### src/rtl/dmux16_router.sv
// dmux16_router: 16-bit 1-to-2 demultiplexing router.
// A single valid/ready input stream is steered by `s` into one of two
// independently buffered output channels (X for s=0, Y for s=1). Each channel
// owns a DEPTH-entry FIFO, so a stalled consumer only blocks its own side.
// Optional build macro: DMUX16_CNT_EN adds per-channel accepted-word counters
// (x_count / y_count ports).

// Per-channel FIFO: AW-bit wrapping pointers plus an explicit occupancy count
// so that full (count==DEPTH) and empty (count==0) are unambiguous.
module dmux16_chan #(
  parameter int DEPTH = 2,
  parameter int AW    = 1
) (
  input  logic        clk,
  input  logic        rst,
  input  logic        push,
  input  logic [15:0] wdata,
  input  logic        rdy,
  output logic [15:0] rdata,
  output logic        valid,
  output logic        full
);

  logic [DEPTH-1:0][15:0] mem;
  logic [AW-1:0]          wr_ptr;
  logic [AW-1:0]          rd_ptr;
  logic [AW:0]            count;
  logic                   wr;
  logic                   rd;

  assign full  = (count == (AW+1)'(DEPTH));
  assign valid = (count != '0);
  assign wr    = push && !full;
  assign rd    = valid && rdy;
  // Head word is forced to zero when empty so idle outputs read as 0.
  assign rdata = valid ? mem[rd_ptr] : 16'h0000;

  // Storage write; contents need no reset because valid masks the output.
  always_ff @(posedge clk) begin
    if (wr) mem[wr_ptr] <= wdata;
  end

  // Pointer and occupancy update; reset flushes the channel in one edge.
  always_ff @(posedge clk) begin
    if (rst) begin
      wr_ptr <= '0;
      rd_ptr <= '0;
      count  <= '0;
    end else begin
      if (wr) wr_ptr <= wr_ptr + 1'b1;
      if (rd) rd_ptr <= rd_ptr + 1'b1;
      case ({wr, rd})
        2'b10:   count <= count + 1'b1;
        2'b01:   count <= count - 1'b1;
        default: count <= count;
      endcase
    end
  end

endmodule

module dmux16_router #(
  parameter int DEPTH = 2,
  parameter int AW    = 1
) (
  input  logic        clk,
  input  logic        rst,
  input  logic [15:0] in_data,
  input  logic        s,
  input  logic        in_valid,
  output logic        in_ready,
  output logic [15:0] x_data,
  output logic        x_valid,
  input  logic        x_ready,
  output logic [15:0] y_data,
  output logic        y_valid,
  input  logic        y_ready
`ifdef DMUX16_CNT_EN
  ,
  output logic [15:0] x_count,
  output logic [15:0] y_count
`endif
);

  localparam int NCH = 2;

  typedef struct packed {
    logic [15:0] data;
    logic        sel;
  } req_t;

  req_t                  req;
  logic [NCH-1:0]        full;
  logic [NCH-1:0]        valid;
  logic [NCH-1:0]        rdy;
  logic [NCH-1:0]        push;
  logic [NCH-1:0][15:0]  dout;

  assign req = '{data: in_data, sel: s};

  // Readiness depends only on the selected channel's full flag: a full
  // channel refuses even while it drains, and there is no pass-through path.
  assign in_ready = req.sel ? ~full[1] : ~full[0];
  assign rdy      = {y_ready, x_ready};

  for (genvar c = 0; c < NCH; c++) begin : g_chan
    assign push[c] = in_valid && in_ready && (req.sel == 1'(c));

    dmux16_chan #(.DEPTH(DEPTH), .AW(AW)) u_chan (
      .clk   (clk),
      .rst   (rst),
      .push  (push[c]),
      .wdata (req.data),
      .rdy   (rdy[c]),
      .rdata (dout[c]),
      .valid (valid[c]),
      .full  (full[c])
    );
  end

  assign x_data  = dout[0];
  assign x_valid = valid[0];
  assign y_data  = dout[1];
  assign y_valid = valid[1];

`ifdef DMUX16_CNT_EN
  // Accepted-word counters; wrap naturally at 16'hFFFF.
  always_ff @(posedge clk) begin
    if (rst) begin
      x_count <= '0;
      y_count <= '0;
    end else begin
      if (push[0]) x_count <= x_count + 16'd1;
      if (push[1]) y_count <= y_count + 16'd1;
    end
  end
`endif

endmodule

### config.mk
export PLATFORM = sky130hd
export DESIGN_NAME = dmux16_router
export DESIGN_NICKNAME = d
export VERILOG_FILES = /design/src/rtl/dmux16_router.sv
export SDC_FILE = /design/constraint.sdc
export NUM_CORES = 1
export LEC_CHECK = 0
export ABC_CLOCK_PERIOD_IN_PS = 4300
export CAP_MARGIN = 20
export CORE_UTILIZATION = 54
export DETAILED_ROUTE_END_ITERATION = 8
export PLACE_DENSITY = 0.94
export SLEW_MARGIN = 40
export SYNTH_ARGS = -nofsm -noshare
export SYNTH_HDL_FRONTEND = slang
export SYNTH_HIERARCHICAL = 1
export SYNTH_SLANG_ARGS = --single-unit
### constraint.sdc
create_clock -name clk -period 4.3 [get_ports clk]
set_input_delay 0.645 -clock clk [delete_from_list [all_inputs] [get_ports clk]]
set_output_delay 0.645 -clock clk [all_outputs]
set_load 0.02 [all_outputs]
# ---- Yosys cells after proc, flatten, opt, wreduce, memory -nomap -nowiden
# Cells that the tools add are included.
dict set report totals {
  regBits 72
  inputBits 22
  output_inout_bits 35
  wordCells 63
}
dict set report classes {
  add_sub_neg 8
  order_cmp 6
  n_eq_ne 6
  n_mux 15
  n_bitwise 3
  reduce_logical 15
}
# cell count
set ops {}
lappend ops {{16-bit two-way mux} 8}
lappend ops {{32-bit bitwise mux} 2}
lappend ops {{16-bit demux with 1-bit select} 2}
lappend ops {{1-bit logical AND} 9}
lappend ops {{2-bit == test (second input constant)} 4}
lappend ops {{1-bit by 2-bit less-than comparator with 1-bit output (second input constant)} 4}
lappend ops {{2-bit case mux with 2 select lines} 2}
lappend ops {{2-bit nonzero test} 4}
lappend ops {{1-bit adder (second input constant)} 4}
lappend ops {{2-bit by 1-bit adder with 2-bit output (second input constant)} 2}
lappend ops {{2-bit by 1-bit == test with 1-bit output (second input constant)} 2}
lappend ops {{2-bit by 1-bit subtractor with 2-bit output (second input constant)} 2}
lappend ops {{1-bit NOT} 3}
lappend ops {{1-bit >= comparator (second input constant)} 2}
lappend ops {{1-bit logical NOT} 2}
lappend ops {{1-bit two-way mux} 1}

# ---- Depth between registers and ports, before layout
dict set report depth {
  ltp_word 8
  depth_mapped 8
  depth_no_buf 8
}

# ---- By module
# Netlist, hierarchy kept.
# mod n_inst cells_per_inst area_per_inst_um2
set by_module_without_submodules {}
lappend by_module_without_submodules {dmux16_chan 2 93 1401.3}
lappend by_module_without_submodules {dmux16_router 1 3 26.3}

# ---- Least setup slack after synthesis
# Ideal clock, no wire load.
dict set report synth_timing {
  kind {input-to-reg}
  start {input port s}
  end {register g_chan[0].u_chan/mem[0] (netlist bit) (enable)}
  setup_ps 364
  arrival_ps 1664
  slack_ps 2272
  stages 4
  path_cell_list {nor3b_1 > inv_1 > or3_1 > inv_1}
}
dict set report synth_via {
  elab_chain_cells 4
}
# element line_no
set synth_rtl {}
lappend synth_rtl {{start, declared} 69} ;# input logic s,
lappend synth_rtl {{1-bit two-way mux} 103} ;# assign in_ready = req.sel ? ~full[1] : ~full[0];
lappend synth_rtl {{1-bit logical AND} 107} ;# assign push[c] = in_valid && in_ready && (req.sel == 1'(c));
lappend synth_rtl {{1-bit logical AND (*)} 107}
lappend synth_rtl {{1-bit logical AND (*)} 33} ;# assign wr = push && !full;
lappend synth_rtl {{end signal, assigned by index} 40} ;# if (wr) mem[wr_ptr] <= wdata;
lappend synth_rtl {{end, declared} 24} ;# logic [DEPTH-1:0][15:0] mem;
# Every way passes the cells marked *; elsewhere a longest branch is shown, timed or not.
# A chain may end at the register's enable or synchronous reset.

# ---- Worst setup path after layout
dict set report layout_timing {
  start {register g_chan[1].u_chan.rd_ptr}
  end {output port y_data[10]}
}
dict set report layout_via {
  elab_chain_cells 3
}
# element line_no
set layout_rtl {}
lappend layout_rtl {{start, declared} 26} ;# logic [AW-1:0] rd_ptr;
lappend layout_rtl {{start signal, assigned} 51} ;# if (rd) rd_ptr <= rd_ptr + 1'b1;
lappend layout_rtl {{16-bit two-way mux (not written as such) (2 in series)} 36} ;# assign rdata = valid ? mem[rd_ptr] : 16'h0000;
lappend layout_rtl {{16-bit two-way mux} 36}
lappend layout_rtl {{end, declared} 75} ;# output logic [15:0] y_data,
# Every way passes these cells. The select of a mux whose other input is x is not followed.

==> impl_metrics.csv <==
group,metric,value,unit
synthesis,async_flop_share,0,%
critical_path,worstSetupPathType,"reg -> out",
floorplan,start_util,58.0,%
critical_path,startpoint,"g_chan[1].u_chan/rd_ptr",
timing,period_share,63.8,%
synthesis,ys_seq_area_share,73.6,%
synthesis,synthCells,189,
timing,fin_crit,2.74,ns
finish,final_util,74.0,%
floorplan,die_w,74.4,um
timing,rsz0062_at_grt,"false",
critical_path,timing.rr.start,"g_chan[0].u_chan/count[0]",
critical_path,worstPathCellList,"mux2i_1 -> nor2_1 -> clkdlybuf4s50_1",
critical_path,regToRegEndpoint,"g_chan[0].u_chan/mem[9]",
finish,diodes,0,
floorplan,die_area,5530,sq um
hold_path,hp-class,"reg -> reg",
finish,nNetsFinal,275,
timing,final_hold_viol_count,0,
synthesis,syn_area_per_cell,15.0,sq um
global_route,grt_pass1_vias,1658,
synthesis,ys_seq_elements,72,
synthesis,synth_most_common_cell,"edfxtp_1",
synthesis,synth_edf_count,64,
hold_path,hp-start,"g_chan[0].u_chan/wr_ptr",
timing,worst_slew_pin_slew,0.782,ns
global_route,gr-total-overflow,0,
synthesis,synth_fp_nets,213,
global_route,grtUsageTotal,21.6,%
clock_tree,root_buffer,"clkbuf_8",
critical_path,critPathMaxStageDelay,0.73,ns
clock_tree,ctsResizeCount,0,
clock_tree,cts_buffers,9,
pwr,power.switching,0.814,mW
drt,routed_wl,5440,um
timing,tns,0,ns
synthesis,synth_ff_type,"edfxtp_1",
critical_path,critPathArrivalTime,2.10,ns
drt,route.vias.total,1685,
clock_tree,cts_tree,"yes",
timing,worst_hold_slack,0.510,ns
synthesis,synthTopCellsByArea,"edfxtp_1, mux2i_1, dfxtp_1",
drt,vias_per_cell,5.22,
drt,antenna_left,0,
floorplan,io_pins,57,
clock_tree,cts.reportedPaths.clkPinSlew,0.07,ns
hold_path,hold_depth,2,
drt,first_pass_iters,4,
finish,drive_above_1_share,7.81,%
pwr,switching_share,35.6,%
timing,skew,0.00479,ns
pwr,irDropWorstVdd,0.000420,V
synthesis,yosys-top-cells-count,"edfxtp_1, nor2_1, mux2i_1",
synthesis,yosys.cell_types.count,19,
pwr,power.density,634,nW/um^2
global_route,grt_antenna_before_repair,0,
floorplan,rows,25,
global_route,grt_max_degree,18,
critical_path,critPathMaxFanout,17,
synthesis,syn_area,2830,sq um
global_route,grt_pass1_wl,8170,um
pwr,pwr-share-seq,41.3,%
clock_tree,clk_latency,0.34,ns
synthesis,synth_top_cell_area_share,67.9,%
clock_tree,htree_levels,3,
placed_design,place_hpwl,3460,um
timing,maxSlewHeadroom,47.8,%
pwr,p_leak,1.23,nW
finish,area_growth,27.6,%
critical_path,r2r_setup_slack,1.99,ns
floorplan,fp.dieH,74.4,um
critical_path,required,3.65,ns
critical_path,reg2reg_depth,6,
critical_path,crit_path_end_kind,"output port",
clock_tree,post_cts_buffers,0,
drt,first_iter_violations,93,
timing,setup_viol_count_final,0,
pwr,internal_power,1.47,mW
critical_path,cp-start-kind,"flop",
clock_tree,postCtsHoldBufs,0,
clock_tree,clk_path_buf_depth,2,
timing,finalMaxSlewViolations,0,
synthesis,synth_top_cell_by_area,"edfxtp_1",
job,cap_violations,0,
pwr,comb_power_share,39.7,%
pwr,clkPwrFrac,19.0,%
drt,drc,0,
floorplan,core_area,4880,sq um
timing,max_freq,365,MHz
outcome,status,"finished clean",
pwr,total_power,2.29,mW
synthesis,yosysWarnings,6,
placed_design,place.gp.congestion,0.761,
drt,wire_per_inst,16.8,um
clock_tree,cts_sinks,72,
hold_path,holdPathEnd,"g_chan[0].u_chan/wr_ptr",
critical_path,cp_slowest_cell,"dfxtp_2",
placed_design,io_buffers,56,
==> state kept, by name (all words and copies together), names as in the netlist <==
name / count
g_chan.u_chan/count: 4
g_chan.u_chan/wr_ptr: 2
g_chan.u_chan/rd_ptr: 2
g_chan.u_chan/mem: 64
==> logic make-up after synthesis <==
logic type,after synthesis,synth area share [%]
flip-flops,72,73.6
buffers and inverters,16,2.57
XOR/XNOR,6,1.86
AO/OA/AOI/OAI,10,1.77
multiplexers,33,11.7
adder cells (fa/ha/maj),2,0.884
AND/OR/NAND/NOR,50,7.65
==> area by class of cell <==
type                    instances  area, sq um
well taps                      67         83.8
flip-flops and latches         72         2080
fillers                       322         1270
clock buffers                  12          135
inverters                      10         37.5
repair buffers                 57          568
multi-input cells             101          679
clock inverters                 4         21.3
==> metrics by stage <==
stage                     worst slack, ns  instances  cell area, sq um
final                                1.56        323              3610
after global placement               1.57        307              3450
after CTS                            1.55        323              3610
after floorplan                      2.27        189              2830
after detailed placement             1.53        307              3450
after global routing                 1.47        323              3610
==> cell usage in the layout (no fill, tap or decap), types with 2 or more instances in the layout <==
cell             count
or3_1                4
dfxtp_1              6
clkdlybuf4s50_1     56
nand2_1              2
edfxtp_1            64
xor2_1               4
dfxtp_2              2
clkbuf_1             3
and3_2               2
mux2i_1             33
inv_1                8
clkinv_2             2
nand2b_1             2
o21ai_0              6
a21oi_1              4
nor2_1              37
xnor2_1              2
clkbuf_8             9
ha_1                 2
inv_2                2
==> how the worst max path moves through the flow <==
stage,slack (ns),depth (start not counted),to
after global routing,1.47,3,x_data[3]
after detailed placement,1.53,5,g_chan[1].u_chan/mem[13]
after CTS,1.55,3,x_data[6]
after global placement,1.57,5,g_chan[0].u_chan/mem[4]
after floorplan,2.27,4,g_chan[0].u_chan/mem[0]
final,1.56,3,y_data[10]
==> power groups by stage <==
| stage | Combinational [mW] | Clock (mW) | Sequential [mW] |
|---|---|---|---|
| after floorplan | 0.569 | 0 | 0.886 |
| after global placement | 0.893 | 0 | 0.948 |
| after detailed placement | 0.912 | 0 | 0.958 |
| after CTS | 0.916 | 0.443 | 0.943 |
| after global routing | 0.973 | 0.471 | 0.953 |
| final | 0.909 | 0.435 | 0.945 |
==> routing by layer <==
layer | vias to the layer above | share of wire (%) | global-route usage (%)
met5 | - | 0 | 0
met4 | 0 | 3.1 | 14.0
met3 | 15 | 3.1 | 4.07
met2 | 58 | 51 | 35.2
met1 | 809 | 43 | 26.6
li1 | 803 | - | -
==> critical path, delay by kind of cell, from the launching register on <==
kind / cells / cell delay [ns]
muxes: 1 / 0.18
DFF: 1 / 0.73
and+or+nand+nor: 1 / 0.20
buffers and inverters: 1 / 0.64
No activity file was read; power rests on OpenSTA's default activity.
